--- config.mk ---
export PLATFORM = sky130hd
export DESIGN_NAME = down_counter_timer_flat
export DESIGN_NICKNAME = d
export VERILOG_FILES = /design/src/rtl/down_counter_timer_if.sv /design/src/rtl/down_counter_timer.sv /design/src/flat_wrapper.sv
export SDC_FILE = /design/constraint.sdc
export NUM_CORES = 1
export LEC_CHECK = 0
export CORE_MARGIN = 2
export CORE_UTILIZATION = 57
export CTS_CLUSTER_DIAMETER = 200
export DETAILED_ROUTE_END_ITERATION = 12
export GPL_TIMING_DRIVEN = 1
export PLACE_DENSITY = 0.87
export SLEW_MARGIN = 40
export SYNTH_ARGS = -nofsm -noshare
export SYNTH_HDL_FRONTEND = slang
export SYNTH_SLANG_ARGS = --single-unit
export TNS_END_PERCENT = 50
--- constraint.sdc ---
create_clock -name clock -period 10.4 [get_ports clock]
set_clock_uncertainty 0.1 [all_clocks]
set_input_delay 3.12 -clock clock [delete_from_list [all_inputs] [get_ports clock]]
set_output_delay 3.12 -clock clock [all_outputs]
set_load 0.05 [all_outputs]
--- src/rtl/down_counter_timer_if.sv ---
// Control/status bundle for the down counter timer.
interface down_counter_timer_if #(
    parameter int unsigned WIDTH = 16
);
    logic             start;
    logic [WIDTH-1:0] value;
    logic             enable;
    logic             auto_reload;
    logic [WIDTH-1:0] Q;
    logic             busy;
    logic             done;
    logic             expired;

    modport master (
        output start, value, enable, auto_reload,
        input  Q, busy, done, expired
    );

    modport slave (
        input  start, value, enable, auto_reload,
        output Q, busy, done, expired
    );
endinterface

--- src/rtl/down_counter_timer.sv ---
// Loadable down counter / countdown timer with expiry flag and optional auto-reload.
module down_counter_timer #(
    parameter int unsigned WIDTH = 16
) (
    input logic                 clock,
    input logic                 clear,
    down_counter_timer_if.slave bus
);

    localparam logic [1:0] ST_IDLE    = 2'd0;
    localparam logic [1:0] ST_RUN     = 2'd1;
    localparam logic [1:0] ST_EXPIRED = 2'd2;

    logic [1:0]       state_q,   state_d;
    logic [WIDTH-1:0] cnt_q,     cnt_d;
    logic [WIDTH-1:0] reload_q,  reload_d;
    logic             busy_q,    busy_d;
    logic             done_q,    done_d;
    logic             expired_q, expired_d;

    logic             dec_c;
    logic [WIDTH-1:0] cnt_dec_c;

    // Decrement request: only ticks in RUN that are not overridden by a load, never below 0.
    assign dec_c = (state_q == ST_RUN) && bus.enable && !bus.start && (cnt_q != '0);

    // Borrow chain: bit i toggles when decrementing and all lower bits are 0.
    always_comb begin : borrow_chain
        logic borrow;
        borrow    = dec_c;
        cnt_dec_c = cnt_q;
        for (int i = 0; i < int'(WIDTH); i++) begin
            cnt_dec_c[i] = cnt_q[i] ^ borrow;
            borrow       = borrow & ~cnt_q[i];
        end
    end

    // Next-state, next-count and registered output decode.
    always_comb begin
        state_d  = state_q;
        cnt_d    = cnt_q;
        reload_d = reload_q;
        done_d   = 1'b0;

        if (bus.start) begin
            // Load from any state; a zero load expires immediately.
            cnt_d    = bus.value;
            reload_d = bus.value;
            if (bus.value != '0) begin
                state_d = ST_RUN;
            end else begin
                done_d  = 1'b1;
                state_d = ST_EXPIRED;
            end
        end else begin
            case (state_q)
                ST_RUN: begin
                    if (bus.enable && (cnt_q == WIDTH'(1))) begin
                        // Expiry edge: reload skips the zero count entirely.
                        done_d = 1'b1;
                        if (bus.auto_reload) begin
                            cnt_d = reload_q;
                        end else begin
                            cnt_d   = '0;
                            state_d = ST_EXPIRED;
                        end
                    end else begin
                        cnt_d = cnt_dec_c;
                    end
                end
                ST_EXPIRED: begin
                    cnt_d = '0;
                end
                default: begin
                    state_d = state_q;
                end
            endcase
        end

        busy_d    = (state_d == ST_RUN);
        expired_d = (state_d == ST_EXPIRED);
    end

    // State and output registers with synchronous clear.
    always_ff @(posedge clock) begin
        if (clear) begin
            state_q   <= ST_IDLE;
            cnt_q     <= '0;
            reload_q  <= '0;
            busy_q    <= 1'b0;
            done_q    <= 1'b0;
            expired_q <= 1'b0;
        end else begin
            state_q   <= state_d;
            cnt_q     <= cnt_d;
            reload_q  <= reload_d;
            busy_q    <= busy_d;
            done_q    <= done_d;
            expired_q <= expired_d;
        end
    end

    assign bus.Q       = cnt_q;
    assign bus.busy    = busy_q;
    assign bus.done    = done_q;
    assign bus.expired = expired_q;

endmodule

--- src/flat_wrapper.sv ---
// flat-port wrapper written by rule: the top's interface ports become plain ports
module down_counter_timer_flat 
#(
    parameter int unsigned WIDTH = 16
)
  (clock, clear, bus_start, bus_value, bus_enable, bus_auto_reload, bus_Q, bus_busy, bus_done, bus_expired);
  down_counter_timer_if #(.WIDTH(WIDTH)) bus_i ();
  input logic clock;
  input logic clear;
  input wire logic [$bits(bus_i.start)-1:0] bus_start;
  input wire logic [$bits(bus_i.value)-1:0] bus_value;
  input wire logic [$bits(bus_i.enable)-1:0] bus_enable;
  input wire logic [$bits(bus_i.auto_reload)-1:0] bus_auto_reload;
  output wire logic [$bits(bus_i.Q)-1:0] bus_Q;
  output wire logic [$bits(bus_i.busy)-1:0] bus_busy;
  output wire logic [$bits(bus_i.done)-1:0] bus_done;
  output wire logic [$bits(bus_i.expired)-1:0] bus_expired;
  assign bus_i.start = bus_start;
  assign bus_i.value = bus_value;
  assign bus_i.enable = bus_enable;
  assign bus_i.auto_reload = bus_auto_reload;
  assign bus_Q = bus_i.Q;
  assign bus_busy = bus_i.busy;
  assign bus_done = bus_i.done;
  assign bus_expired = bus_i.expired;
  down_counter_timer #(.WIDTH(WIDTH)) u_core (.clock(clock), .clear(clear), .bus(bus_i));
endmodule
# Yosys cells after proc, flatten, opt, wreduce, memory -nomap -nowiden
# Cells that the tools add are included.
[classes]
addsub = 0
n_mul = 0
div_mod_pow = 0
n_lt_le_gt_ge = 0
eq_ne = 5
shifts = 0
n_mux = 13
bitwise_logic = 46
n_reduce_logical = 8
[ops]
columns = ["cell", "n"]
rows = [
  ["2-to-1 mux 16 bit", 3],
  ["case mux 16 bit (2 select lines)", 1],
  ["nonzero test 16 bit", 2],
  ["== test 16 x 1 -> 1 bit (second input constant)", 1],
  ["bitwise XOR 1 bit", 16],
  ["bitwise AND 1 bit", 15],
  ["inverter 1 bit", 15],
  ["2-to-1 mux 2 bit", 5],
  ["== test 2 x 1 -> 1 bit (second input constant)", 2],
  ["== test 2 bit (second input constant)", 2],
  ["logical AND 1 bit", 4],
  ["2-to-1 mux 1 bit", 4],
  ["nonzero test 3 bit", 1],
  ["logical NOT 1 bit", 1],
]
[word_totals]
ff_bits = 37
latchBits = 0
ram_bits = 0
romBits = 0
inputBits = 21
output_inout_bits = 19
wordCells = 78
mem_count = 0

# Longest topological paths before layout
[depth]
word_depth = 23
mapped_depth = 23
ltp_nobuf = 22

# Least setup slack after synthesis
# No wires, ideal clock.
[synth_timing]
path_type = "input port to flip-flop"
startpoint = "input port bus_start"
endpoint = "register u_core.cnt_q[15], in the netlist u_core.bus.Q[15]"
setup_time_ns = 0.130
arrival_time_ns = 6.753
required_ns = 10.170
path_slack_ns = 3.417
path_stages = 23
n_path_buf = 2
path_cell_list = "clkbuf_1 > clkbuf_1 > nor2_1 > nand2_1 > a31oi_1 > ha_1 > ha_1 > ha_1 > ha_1 > ha_1 > ha_1 > ha_1 > ha_1 > ha_1 > ha_1 > ha_1 > ha_1 > ha_1 > ha_1 > ha_1 > xor2_1 > a211oi_1 > nor3_1"
[synth_between]
elab_chain_len = 22
elab_cells_between_ends = 23
classes_between = "mux: 3; bitwise: 16; reduce/logical: 4"
[synth_rtl]
columns = ["element", "line_no", "text"]
rows = [
  ["start: declaration", "flat_wrapper.sv:10", "input wire logic [$bits(bus_i.start)-1:0] bus_start;"],
  ["logical NOT 1 bit", "down_counter_timer.sv:25", "assign dec_c = (state_q == ST_RUN) && bus.enable && !bus.start && (cnt_q != '0);"],
  ["logical AND 1 bit (2 in series)", "down_counter_timer.sv:25", ""],
  ["bitwise AND 1 bit (15 in series)", "down_counter_timer.sv:34", "borrow = borrow & ~cnt_q[i];"],
  ["bitwise XOR 1 bit", "down_counter_timer.sv:33", "cnt_dec_c[i] = cnt_q[i] ^ borrow;"],
  ["2-to-1 mux 16 bit", "down_counter_timer.sv:58", "if (bus.enable && (cnt_q == WIDTH'(1))) begin"],
  ["case mux 16 bit (2 select lines)", "down_counter_timer.sv:56", "case (state_q)"],
  ["2-to-1 mux 16 bit", "down_counter_timer.sv:45", "if (bus.start) begin"],
  ["end signal: assignment", "down_counter_timer.sv:95", "cnt_q <= cnt_d;"],
  ["end: declaration", "down_counter_timer.sv:15", "logic [WIDTH-1:0] cnt_q, cnt_d;"],
]
# Several ways; a longest one is shown, not always the timed one.
# A chain may end at the register's enable or synchronous reset.

# Worst setup path after layout
# Ends and elaborated chain as after synthesis.

==> results by group <==
Status
  – Status: finished, final reports clean

Placement
  – Place WS: 2.90 ns
  – # port buffers: 39
  – Hpwl dp: 3.91 mm
  – Final GP Congestion: 0.854

Final layout
  – ANT cells: 0
  – Post-route core utilization: 70.1%
  – Nets: 350
  – Layout cell share with drive strength beyond 1: 6.03%
  – Fillers: 333
  – Synth-to-Final Area Change: 17.9%

Timing
  – RSZ-0062 raised after global routing: no
  – # setup viols final: 0
  – Least-Margin Pin Slew: 0.786 ns
  – Setup ws final: 3.14 ns
  – Hold Fails Final Rpt: 0
  – Fin Setup TNS: 0 ns
  – Period Utilization, post-route: 69.8%
  – Final Max Tran Viols: 0
  – Minimum clock period: 7.26 ns
  – Worst rel slew slack: 47.4%
  – Peak Freq: 0.138 GHz

Synth
  – Post-Syn Instances: 291
  – Yosys Warn Count: 0
  – Synthesized Nets: 327
  – Post-synth top flop: dfxtp_1
  – Mapped Avg Cell Area: 8.17 µm²
  – Distinct cell type count of the synthesized netlist: 39
  – Largest cells by area after synthesis: dfxtp_1 31%, ha_1 7.9%, a21oi_1 7.4%, mux2i_1 6.3%, maj3_1 5.9%
  – Sequential area share after synthesis: 31.1%
  – Synth area leader: dfxtp_1
  – Synth async-reset ratio: 0%
  – Yosys reg bits: 37
  – Synthesized area: 2380 µm²
  – Number of flops mapped to enable cells by yosys: 0
  – Yosys top cell area share: 31.1%

Clocking
  – Root Driver: clkbuf_8
  – Cts bufs inserted: 5
  – Cts repair resizes: 0
  – Worst-path clk slew: 0.08 ns
  – Total clock sinks: 37
  – CTS tree: done
  – Setup bufs post-CTS: 0
  – Hold_buf cts: 0
  – Clk_lat worst skew: 0.29 ns
  – Buffers from clock root to sink, at most: 2
  – CTS H-tree depth: 2

Pwr
  – Switching power: 0.124 mW
  – Sw frac: 34.1%
  – Peak VDD IR: 0.0901 mV
  – Pint: 0.239 mW
  – Combinational power share: 27.9%
  – PwrDens: 130 nW/µm²
  – Flop pwr share: 44.7%
  – Leak pwr: 1.12 nW
  – Clock power frac: 27.4%
  – Pwr Total: 0.363 mW

Worst setup path
  – Worst Path Arrival: 7.33 ns
  – CP Max Fanout: 71
  – Crit. End Element: flip-flop
  – CP Class: in2reg
  – CP cell instances: buf_2 -> buf_4 -> nor2_1 -> nand2_1 -> a31oi_1 -> ha_1 -> ha_1 -> ha_1 -> ha_1 -> ha_1 -> ha_1 -> ha_1 -> ha_1 -> ha_1 -> ha_1 -> ha_1 -> ha_1 -> ha_1 -> ha_1 -> ha_1 -> xor2_1 -> a211oi_1 -> nor3_1
  – Most frequent CP cell: ha_1
  – Setup crit start kind: primary input
  – Slowest cell on the critical path: buf_4
  – R2R setup slack: 5.39 ns
  – CP required: 10.48 ns
  – CP peak stage delay: 0.56 ns

Drt
  – Wire length per cell: 16.4 µm
  – Via density: 6.19
  – Total routed wirelength: 5.98 mm
  – DRC: 0
  – Router iterations before antenna repair: 5
  – Antenna Violating Nets Remaining: 0
  – DR vias: 2261
  – Initial DRC count: 192

Floorplan
  – Row cnt: 23
  – Die Wd: 68.6 µm
  – Die area: 4710 µm²
  – Height of the die: 68.6 µm
  – Boundary pin count: 40
  – Core Area: 4000 µm²
  – Starting Density: 59.5%

Global routing
  – Global-route wire length before repair: 9.86 mm
  – Vias in the first global route: 2072
  – Remaining global-route overflow: 0
  – Initial antenna violation count: 0
  – Total GRT Usage: 28.0%
  – Largest net degree at the start of global routing: 72

Hold path
  – Tightest Hold Check Type: reg2reg

Job
  – Max-cap viol count: 0
==> final timing paths <==
check | depth (start not counted) | startpoint | to
max | 23 | bus_start | u_core.bus.Q[15]$_SDFFE_PP0P_
min | 2 | u_core.reload_q[15]$_SDFFE_PP0P_ | u_core.reload_q[15]$_SDFFE_PP0P_
max reg2reg | 21 | u_core.bus.Q[7]$_SDFFE_PP0P_ | u_core.bus.Q[15]$_SDFFE_PP0P_
min reg2reg | 2 | u_core.reload_q[15]$_SDFFE_PP0P_ | u_core.reload_q[15]$_SDFFE_PP0P_
==> cells in the mapped netlist (2+ instances only) <==
| library cell | number |
|---|---|
| nor3_1 | 2 |
| maj3_1 | 14 |
| nand2_1 | 4 |
| nor2b_1 | 3 |
| dfxtp_1 | 37 |
| nor4_1 | 3 |
| xor2_1 | 2 |
| ha_1 | 15 |
| clkbuf_1 | 11 |
| inv_1 | 30 |
| nand2b_1 | 3 |
| a21oi_1 | 35 |
| nand3_1 | 3 |
| a31oi_1 | 16 |
| nor2_1 | 17 |
| mux2i_1 | 15 |
| nor4_2 | 3 |
| o21ai_0 | 17 |
| buf_4 | 5 |
| buf_2 | 9 |
| a21o_1 | 15 |
| nand4_1 | 15 |
==> power groups by stage <==
stage                     sequential, mW  clock (mW)  combinational [mW]
final                              0.162      0.0996               0.101
after global routing               0.163       0.105               0.110
after CTS                          0.162      0.0997               0.100
after detailed placement           0.165           0              0.0996
after global placement             0.165           0              0.0979
after floorplan                    0.180           0              0.0550
==> stage by stage <==
| stage | hold WS, ns | cells | cell area, µm² |
|---|---|---|---|
| detailed placement | 0.363 | 357 | 2720 |
| CTS | 0.375 | 365 | 2800 |
| global route | 0.406 | 365 | 2810 |
| floorplan | 0.347 | 291 | 2380 |
| global placement | 0.358 | 357 | 2720 |
| finish | 0.375 | 365 | 2810 |
==> registers in the layout (all words and copies together), names as in the netlist <==
signal / cells
u_core.bus.Q: 16
u_core.reload_q: 16
u_core.state_q: 2
u_core.bus.busy: 1
u_core.bus.done: 1
u_core.bus.expired: 1
==> layout by cell type, fill, tap and decap left out, types with 2 or more instances in the layout <==
master,netlist,layout
inv_1,30,30
dfxtp_1,37,36
nand4_1,15,15
nor2_1,17,16
nor4_1,3,3
clkdlybuf4s50_1,0,38
a31oi_1,16,16
ha_1,15,15
nand2b_1,3,3
o21ai_0,17,17
nand2_1,4,4
a21oi_1,35,35
nand3_1,3,3
nor3_1,2,2
maj3_1,14,14
clkbuf_8,0,5
mux2i_1,15,15
clkbuf_1,11,3
nor4_2,3,3
nor2b_1,3,3
buf_4,5,3
a21o_1,15,15
xor2_1,2,2
==> layer usage <==
metal	global-route usage, %	part of all wire (%)	vias to the layer above
met5	0	0	-
met4	12.3	2.8	0
met3	5.03	7.6	20
met2	43.6	46	112
met1	37.8	44	1033
li1	-	-	1096
==> area by class of cell <==
class	count	area, µm²	share of cell area (%)
timing repair buffer	42	408	14.5
multi-input combinational	197	1400	49.8
tap	50	62.6	2.23
clock buffer	8	80.1	2.85
inverter	31	116	4.15
sequential	37	742	26.4
==> critical path, delay by kind of cell <==
family	cells	cell delay, ns
xor+xnor	1	0.14
simple gates	3	0.35
compound gates	2	0.24
buf+inv	2	0.63
fa+ha+maj	15	2.84
==> cells by family (layout without fill, tap and decap cells) <==
kind of cell             count (synthesis)  in the layout  share of synthesized area (%)
multiplexers                            15             15                           6.31
AND/OR/NAND/NOR                         60             60                           14.7
XOR/XNOR                                 2              2                          0.737
AO/OA/AOI/OAI                           91             91                           23.0
flip-flops                              37             37                           31.1
adder cells (fa/ha/maj)                 29             29                           13.8
buffers and inverters                   57             81                           10.3
No activity file was read; power rests on OpenSTA's default activity.
